`src/rtl/ss_master.sv`:
```
// ss_master - scans save-state slaves and streams their contents to/from an external memory image.
// Rev 1.0
`default_nettype none

module ss_master #(
  parameter int unsigned NUM_SLAVES = 16,
  parameter logic [31:0] BASE_ADDR  = 32'h0,
  parameter int unsigned TIMEOUT    = 255
) (
  input  logic        clock,
  input  logic        reset_n,
  input  logic        start_save,
  input  logic        start_load,
  output logic        busy,
  output logic        done,
  output logic        error,
  output logic [7:0]  ss_select,
  output logic        ss_query,
  output logic        ss_read,
  output logic        ss_write,
  output logic [23:0] ss_addr,
  output logic [63:0] ss_wdata,
  input  logic        ss_ack,
  input  logic [63:0] ss_rdata,
  output logic        mem_req,
  output logic        mem_we,
  output logic [31:0] mem_addr,
  output logic [63:0] mem_wdata,
  input  logic        mem_ack,
  input  logic [63:0] mem_rdata
);

  typedef enum logic [2:0] {
    S_IDLE     = 3'd0,
    S_QUERY    = 3'd1,
    S_HDR      = 3'd2,
    S_SS_XFER  = 3'd3,
    S_MEM_XFER = 3'd4,
    S_NEXT     = 3'd5,
    S_DONE     = 3'd6,
    S_ERR      = 3'd7
  } state_t;

  localparam logic [7:0]  c_LAST_IDX = 8'(NUM_SLAVES - 1);
  localparam logic [31:0] c_TMO_LAST = 32'(TIMEOUT - 1);

  state_t      r_state;
  state_t      w_next;
  logic        r_load;
  logic [7:0]  r_index;
  logic [31:0] r_cnt;
  logic [31:0] r_ptr;
  logic [31:0] r_size;
  logic [63:0] r_data;
  logic [31:0] r_tmo;

  logic [31:0] w_cnt_inc;
  logic        w_cnt_last;
  logic        w_tmo_hit;
  logic        w_hdr_ok;
  logic [63:0] w_hdr;

  assign w_cnt_inc  = r_cnt + 32'd1;
  assign w_cnt_last = (w_cnt_inc == r_size);
  assign w_tmo_hit  = (r_tmo == c_TMO_LAST);
  assign w_hdr      = {r_index, 24'h0, r_size};
  assign w_hdr_ok   = (mem_rdata[63:56] == r_index) && (mem_rdata[31:0] == r_size);

  always_ff @(posedge clock or negedge reset_n) begin
    if (!reset_n) begin
      r_state <= S_IDLE;
    end else begin
      r_state <= w_next;
    end
  end

  always_comb begin
    w_next    = r_state;
    busy      = (r_state != S_IDLE);
    done      = 1'b0;
    error     = 1'b0;
    ss_select = r_index;
    ss_query  = 1'b0;
    ss_read   = 1'b0;
    ss_write  = 1'b0;
    ss_addr   = r_cnt[23:0];
    ss_wdata  = 64'h0;
    mem_req   = 1'b0;
    mem_we    = 1'b0;
    mem_addr  = r_ptr;
    mem_wdata = 64'h0;

    case (r_state)
      S_IDLE: begin
        if (start_save || start_load) w_next = S_QUERY;
      end
      S_QUERY: begin
        ss_query = 1'b1;
        // An absent slave (size 0 or silent) is skipped without emitting a header.
        if (ss_ack)         w_next = (ss_rdata[31:0] == 32'h0) ? S_NEXT : S_HDR;
        else if (w_tmo_hit) w_next = S_NEXT;
      end
      S_HDR: begin
        mem_req   = 1'b1;
        mem_we    = !r_load;
        mem_wdata = r_load ? 64'h0 : w_hdr;
        if (mem_ack) begin
          if (!r_load)       w_next = S_SS_XFER;
          else if (w_hdr_ok) w_next = S_MEM_XFER;
          else               w_next = S_ERR;
        end
      end
      S_SS_XFER: begin
        ss_read  = !r_load;
        ss_write = r_load;
        ss_wdata = r_load ? r_data : 64'h0;
        if (ss_ack)         w_next = (r_load && w_cnt_last) ? S_NEXT : (r_load ? S_MEM_XFER : S_MEM_XFER);
        else if (w_tmo_hit) w_next = S_ERR;
      end
      S_MEM_XFER: begin
        mem_req   = 1'b1;
        mem_we    = !r_load;
        mem_wdata = r_load ? 64'h0 : r_data;
        if (mem_ack) w_next = (!r_load && w_cnt_last) ? S_NEXT : S_SS_XFER;
      end
      S_NEXT: begin
        w_next = (r_index == c_LAST_IDX) ? S_DONE : S_QUERY;
      end
      S_DONE: begin
        done   = 1'b1;
        w_next = S_IDLE;
      end
      S_ERR: begin
        error  = 1'b1;
        w_next = S_IDLE;
      end
      default: w_next = S_IDLE;
    endcase
  end

  always_ff @(posedge clock or negedge reset_n) begin
    if (!reset_n) begin
      r_load  <= 1'b0;
      r_index <= 8'h0;
      r_cnt   <= 32'h0;
      r_ptr   <= 32'h0;
      r_size  <= 32'h0;
      r_data  <= 64'h0;
      r_tmo   <= 32'h0;
    end else begin
      // The wait timer restarts whenever a new slave request begins.
      r_tmo <= ((r_state == S_QUERY || r_state == S_SS_XFER) && (w_next == r_state)) ?
               r_tmo + 32'd1 : 32'h0;
      case (r_state)
        S_IDLE: begin
          if (start_save || start_load) begin
            r_load  <= !start_save;
            r_index <= 8'h0;
            r_cnt   <= 32'h0;
            r_ptr   <= BASE_ADDR;
          end
        end
        S_QUERY: begin
          if (ss_ack) r_size <= ss_rdata[31:0];
        end
        S_HDR: begin
          if (mem_ack) r_ptr <= r_ptr + 32'd1;
        end
        S_SS_XFER: begin
          if (ss_ack) begin
            if (r_load) r_cnt  <= w_cnt_inc;
            else        r_data <= ss_rdata;
          end
        end
        S_MEM_XFER: begin
          if (mem_ack) begin
            r_ptr <= r_ptr + 32'd1;
            if (r_load) r_data <= mem_rdata;
            else        r_cnt  <= w_cnt_inc;
          end
        end
        S_NEXT: begin
          r_cnt <= 32'h0;
          if (r_index != c_LAST_IDX) r_index <= r_index + 8'd1;
        end
        default: ;
      endcase
    end
  end

endmodule

`default_nettype wire

```
`config.mk`:
```
export PLATFORM = sky130hd
export DESIGN_NAME = ss_master
export DESIGN_NICKNAME = d
export VERILOG_FILES = /design/src/rtl/ss_master.sv
export SDC_FILE = /design/constraint.sdc
export NUM_CORES = 1
export LEC_CHECK = 0
export CAP_MARGIN = 25
export CORE_MARGIN = 3
export CORE_UTILIZATION = 25
export DETAILED_ROUTE_END_ITERATION = 10
export HOLD_SLACK_MARGIN = 0.15
export MAX_ROUTING_LAYER = met4
export PLACE_DENSITY = 0.47
export SLEW_MARGIN = 40
export SYNTH_ARGS = -nofsm -noshare
export SYNTH_HDL_FRONTEND = slang
export SYNTH_SLANG_ARGS = --single-unit
```
`constraint.sdc`:
```
create_clock -name clock -period 10 [get_ports clock]
set_input_delay 3 -clock clock [delete_from_list [all_inputs] [get_ports clock]]
set_output_delay 3 -clock clock [all_outputs]
set_load 0.05 [all_outputs]
```
==> summary.md <==
| Metric | Value |
|---|---|
| Status | finished, final reports clean |
| Filler cell count | between 4,000 and 5,000 |
| Root Buffer Master | sky130_fd_sc_hd__clkbuf_16 |
| Proportion of layout cells with a drive suffix above 1 | 7.07% |
| Maximum count of clock buffers along a single path | 3 |
| Share of synthesized registers carrying an async set or reset | between 90% and 100% |
| Worst Path Required | approximately 7 ns |
| Wire length of the first global-routing pass | approximately 75,000 µm |
| Port Buf Inserts | around 330 |
| Hpwl dp | between 30,000 and 40,000 µm |
| Number of nets in the synthesized netlist | ~1,500 |
| Number of remaining DRC errors | 0 |
| # rows | 80 |
| Largest net degree at the start of global routing | between 100 and 150 |
| Overall routing resource usage | a little under a fifth |
| RSZ-0062 raised after global routing | false |
| Portion of total power attributed to sequential cells | between 30% and 40% |
| Mapped Cells | approximately 1,400 |
| Register bit count reported by yosys | just over 200 |
| Power density over the cells | between 200 and 250 nW/µm² |
| Fmax | 157 MHz |
| Clock buffer count from CTS | 27 |
| Total of warnings raised by yosys | 0 |
| Portion of total power attributed to the clock network | between 20% and 30% |
| Synth area leaders | sky130_fd_sc_hd__dfrtp_1 (41%), sky130_fd_sc_hd__xor2_1 (7.1%), sky130_fd_sc_hd__mux2i_1 (5.3%) |
| Antenna violations before repair | 5 |
| Switching power of the nets | between 1.5 and 2 mW |
| Internal power component | ~2.3 mW |
| Post-DR vias/cell | a little under 5 |
| Yosys top cell area share | between 40% and 50% |
| Clock tree sinks | a little over 200 |
| Crit path max fanout | 42 |
| Avg Inst Size Synth | around 9.1 µm² |
| Chip height | about 230 µm |
| Clk_skew | 0.0326 ns |
| H-tree levels | 1 |
| Number of distinct library cells after synthesis | 61 |
| Post-CTS setup buffer count | 0 |
| Ratio of final minimum period to clock period | approximately 64% |
| Worst path max stage delay | just over 0.8 ns |
| CP Launch Type | flip-flop |
| Overall via count from detail_route | 11,200 |
| Global-route congestion overflow total | 0 |
| Number of nets with antenna violations after routing | 0 |
| Gate family responsible for the most delay along the worst path | buffers and inverters |
| Most frequent cell after synthesis | sky130_fd_sc_hd__dfrtp_1 |
| Arrival time worst endpoint | between 3 and 4 ns |
| Count of flip-flops with a built-in enable after synthesis | 0 |
| Net count, final | 1,773 |
| Wire per inst | between 20 and 25 µm |
| List of cells traversed by the critical path | nand2b_1 > nor3_2 > buf_4 > a22o_1 > clkdlybuf4s50_1 |
| Die ar. | 52,200 µm² |
| Final period demand of the worst path | around 6.4 ns |
| Worst relative slew slack | 46.1% |
| Standard cell with the maximum stage delay on the critical path | sky130_fd_sc_hd__clkdlybuf4s50_1 |
| Length of the first detailed-routing pass in iterations | 5 |
| Most instantiated flip-flop cell in the synthesis netlist | sky130_fd_sc_hd__dfrtp_1 |
| TritonCTS clock tree | built |
| Max-capacitance violation count | 0 |
| Maximum VDD drop | between 100 and 150 µV |
| Buffer and inverter count on the worst path | 2 |
| Boundary pin count | roughly 330 |
| Insertion delay to the later sink of the worst-skew pair | roughly 0.57 ns |
| Leak pwr | a little under 7 nW |
| Number of violations reported at the end of detailed-routing iteration 0 | 816 |
| Multi-input gate area in the final layout | between 6000 and 7000 µm² |
| Largest area contributor in the netlist | sky130_fd_sc_hd__dfrtp_1 |
| Number of pins with negative max-slew slack in the final report | 0 |
| Synth cell count leaders | sky130_fd_sc_hd__dfrtp_1 (204), sky130_fd_sc_hd__nand2_1 (156), sky130_fd_sc_hd__nor2_1 (109), sky130_fd_sc_hd__xor2_1 (101), sky130_fd_sc_hd__o21ai_0 (99) |
| Reg clk slew, reported paths | roughly 0.060 ns |
| Classification of the worst-slack hold path | flip-flop to flip-flop |
| Number of failing hold endpoints at the final stage | 0 |
| Actual transition at the worst max-transition pin | 0.802 ns |
| Critical path class | flip-flop to output pin |
| Die width | approximately 230 µm |
| Combinational share of power | between 40% and 50% |
| Number of failing setup endpoints in the final timing report | 0 |
| Number of cells upsized or downsized after cts | 0 |
| Placer congestion estimate | between 0.8 and 0.9 |
| Sequential share of the synthesized area | around two fifths |
| Final Util | between 30% and 40% |
| Placeable core region | a little under 50,000 µm² |
| Area occupied by registers | 5110 µm² |
| Endpoint class of the critical path | output pin |
| Aggregate negative setup slack | 0 ns |
| Via count of the first global-routing pass | roughly 11,000 |
| Wire length after detailed routing | 50,100 µm |
| Initial Utilization | around a quarter |
| Switching Fraction | ~43% |
| Area grow syn2layout | 39.1% |
| Cell area after synthesis | between 10,000 and 15,000 µm² |
| Hold-fix buffers, CTS | 0 |
## metal layers
metal,global-route usage (%),routed length [µm],vias up
met4,5.37,1280,0
met5,-,0,-
met1,25.3,22700,5507
met3,3.03,2570,62
li1,-,-,5306
met2,30.4,23600,332
## sequential cells by signal, summed over array words and instances (netlist names)
signal     count
r_state        3
r_data        64
r_size        32
r_load         1
r_cnt         32
ss_select      8
r_tmo         32
mem_addr      32
## final timing paths
check | startpoint | to | slack, ns | cells after the start
worst min-delay path | r_data[45] | r_data[45] | 0.49 | 2
min in group asynchronous | reset_n | r_data[23] | 2.34 | 1
worst max-delay path | r_state[2] | mem_wdata[28] | 3.62 | 5
max in group asynchronous | reset_n | mem_addr[18] | 6.47 | 3
worst max register to register | r_cnt[8] | r_state[2] | 6.31 | 8
worst min register to register | r_data[45] | r_data[45] | 0.49 | 2
## logic make-up after synthesis
| group | after synthesis | share of synthesized area (%) |
|---|---|---|
| simple gates | 556 | 22.7 |
| compound gates | 225 | 11.8 |
| flops | 204 | 41.3 |
| xor+xnor | 151 | 10.7 |
| buf+inv | 125 | 4.80 |
| mux | 98 | 8.25 |
| fa+ha+maj | 5 | 0.506 |
## through the flow
| step | hold slack (ns) | setup slack [ns] | cells | power (mW) | area (µm²) |
|---|---|---|---|---|---|
| floorplan | 0.455 | 4.84 | 1364 | 2.33 | 12400 |
| global placement | 0.474 | 3.74 | 2257 | 2.99 | 16200 |
| detailed placement | 0.481 | 3.98 | 2260 | 3.02 | 16200 |
| CTS | 0.495 | 3.34 | 2309 | 4.09 | 17200 |
| global route | 0.522 | 3.50 | 2315 | 4.28 | 17200 |
| finish | 0.489 | 3.62 | 2315 | 4.05 | 17200 |
## worst reg2reg max path: stages (launching register included)
cell and delay (ns):
sky130_fd_sc_hd__dfrtp_1 0.62, sky130_fd_sc_hd__nand4_4 0.17, sky130_fd_sc_hd__or4_4 0.62, sky130_fd_sc_hd__nor4_4 0.58, sky130_fd_sc_hd__a21oi_2 0.10, sky130_fd_sc_hd__a2111o_1 0.42
sky130_fd_sc_hd__or4_4 0.55, sky130_fd_sc_hd__or4_1 0.51, sky130_fd_sc_hd__nand2_1 0.07
## area by class of cell
| cell class | count | share of cell area, % |
|---|---|---|
| multi-input cells | 1035 | 39.1 |
| diodes | 5 | 0.0727 |
| repair buffers | 351 | 20.5 |
| clock buffers | 42 | 4.83 |
| well taps | 656 | 4.77 |
| clock inverters | 7 | 0.749 |
| inverters | 15 | 0.327 |
| flip-flops and latches | 204 | 29.7 |
## power groups by stage
stage / clock [mW] / combinational [mW] / sequential (mW)
finish: 1.04 / 1.67 / 1.33
global route: 1.11 / 1.80 / 1.37
CTS: 1.08 / 1.68 / 1.34
detailed placement: 0 / 1.67 / 1.35
global placement: 0 / 1.65 / 1.35
floorplan: 0 / 1.12 / 1.21
## cells in the final DEF (no fill, tap or decap), types with 7 or more instances in the layout
cell type,instances
sky130_fd_sc_hd__mux2_2,32
sky130_fd_sc_hd__xnor2_1,50
sky130_fd_sc_hd__nand4_1,34
sky130_fd_sc_hd__nand2b_1,11
sky130_fd_sc_hd__xor2_1,101
sky130_fd_sc_hd__nor3_1,21
sky130_fd_sc_hd__o22ai_1,7
sky130_fd_sc_hd__nor2_1,107
sky130_fd_sc_hd__dfrtp_1,203
sky130_fd_sc_hd__and2_1,93
sky130_fd_sc_hd__nor4_1,31
sky130_fd_sc_hd__o31ai_1,16
sky130_fd_sc_hd__buf_4,11
sky130_fd_sc_hd__clkbuf_8,10
sky130_fd_sc_hd__clkdlybuf4s50_1,332
sky130_fd_sc_hd__clkbuf_16,27
sky130_fd_sc_hd__nand3_1,45
sky130_fd_sc_hd__mux2i_1,66
sky130_fd_sc_hd__o21ai_0,99
sky130_fd_sc_hd__or3_1,8
sky130_fd_sc_hd__a21oi_1,20
sky130_fd_sc_hd__and3_1,17
sky130_fd_sc_hd__a22o_1,41
sky130_fd_sc_hd__nand2_1,154
sky130_fd_sc_hd__inv_1,14
(Power assumes the default switching activity.)
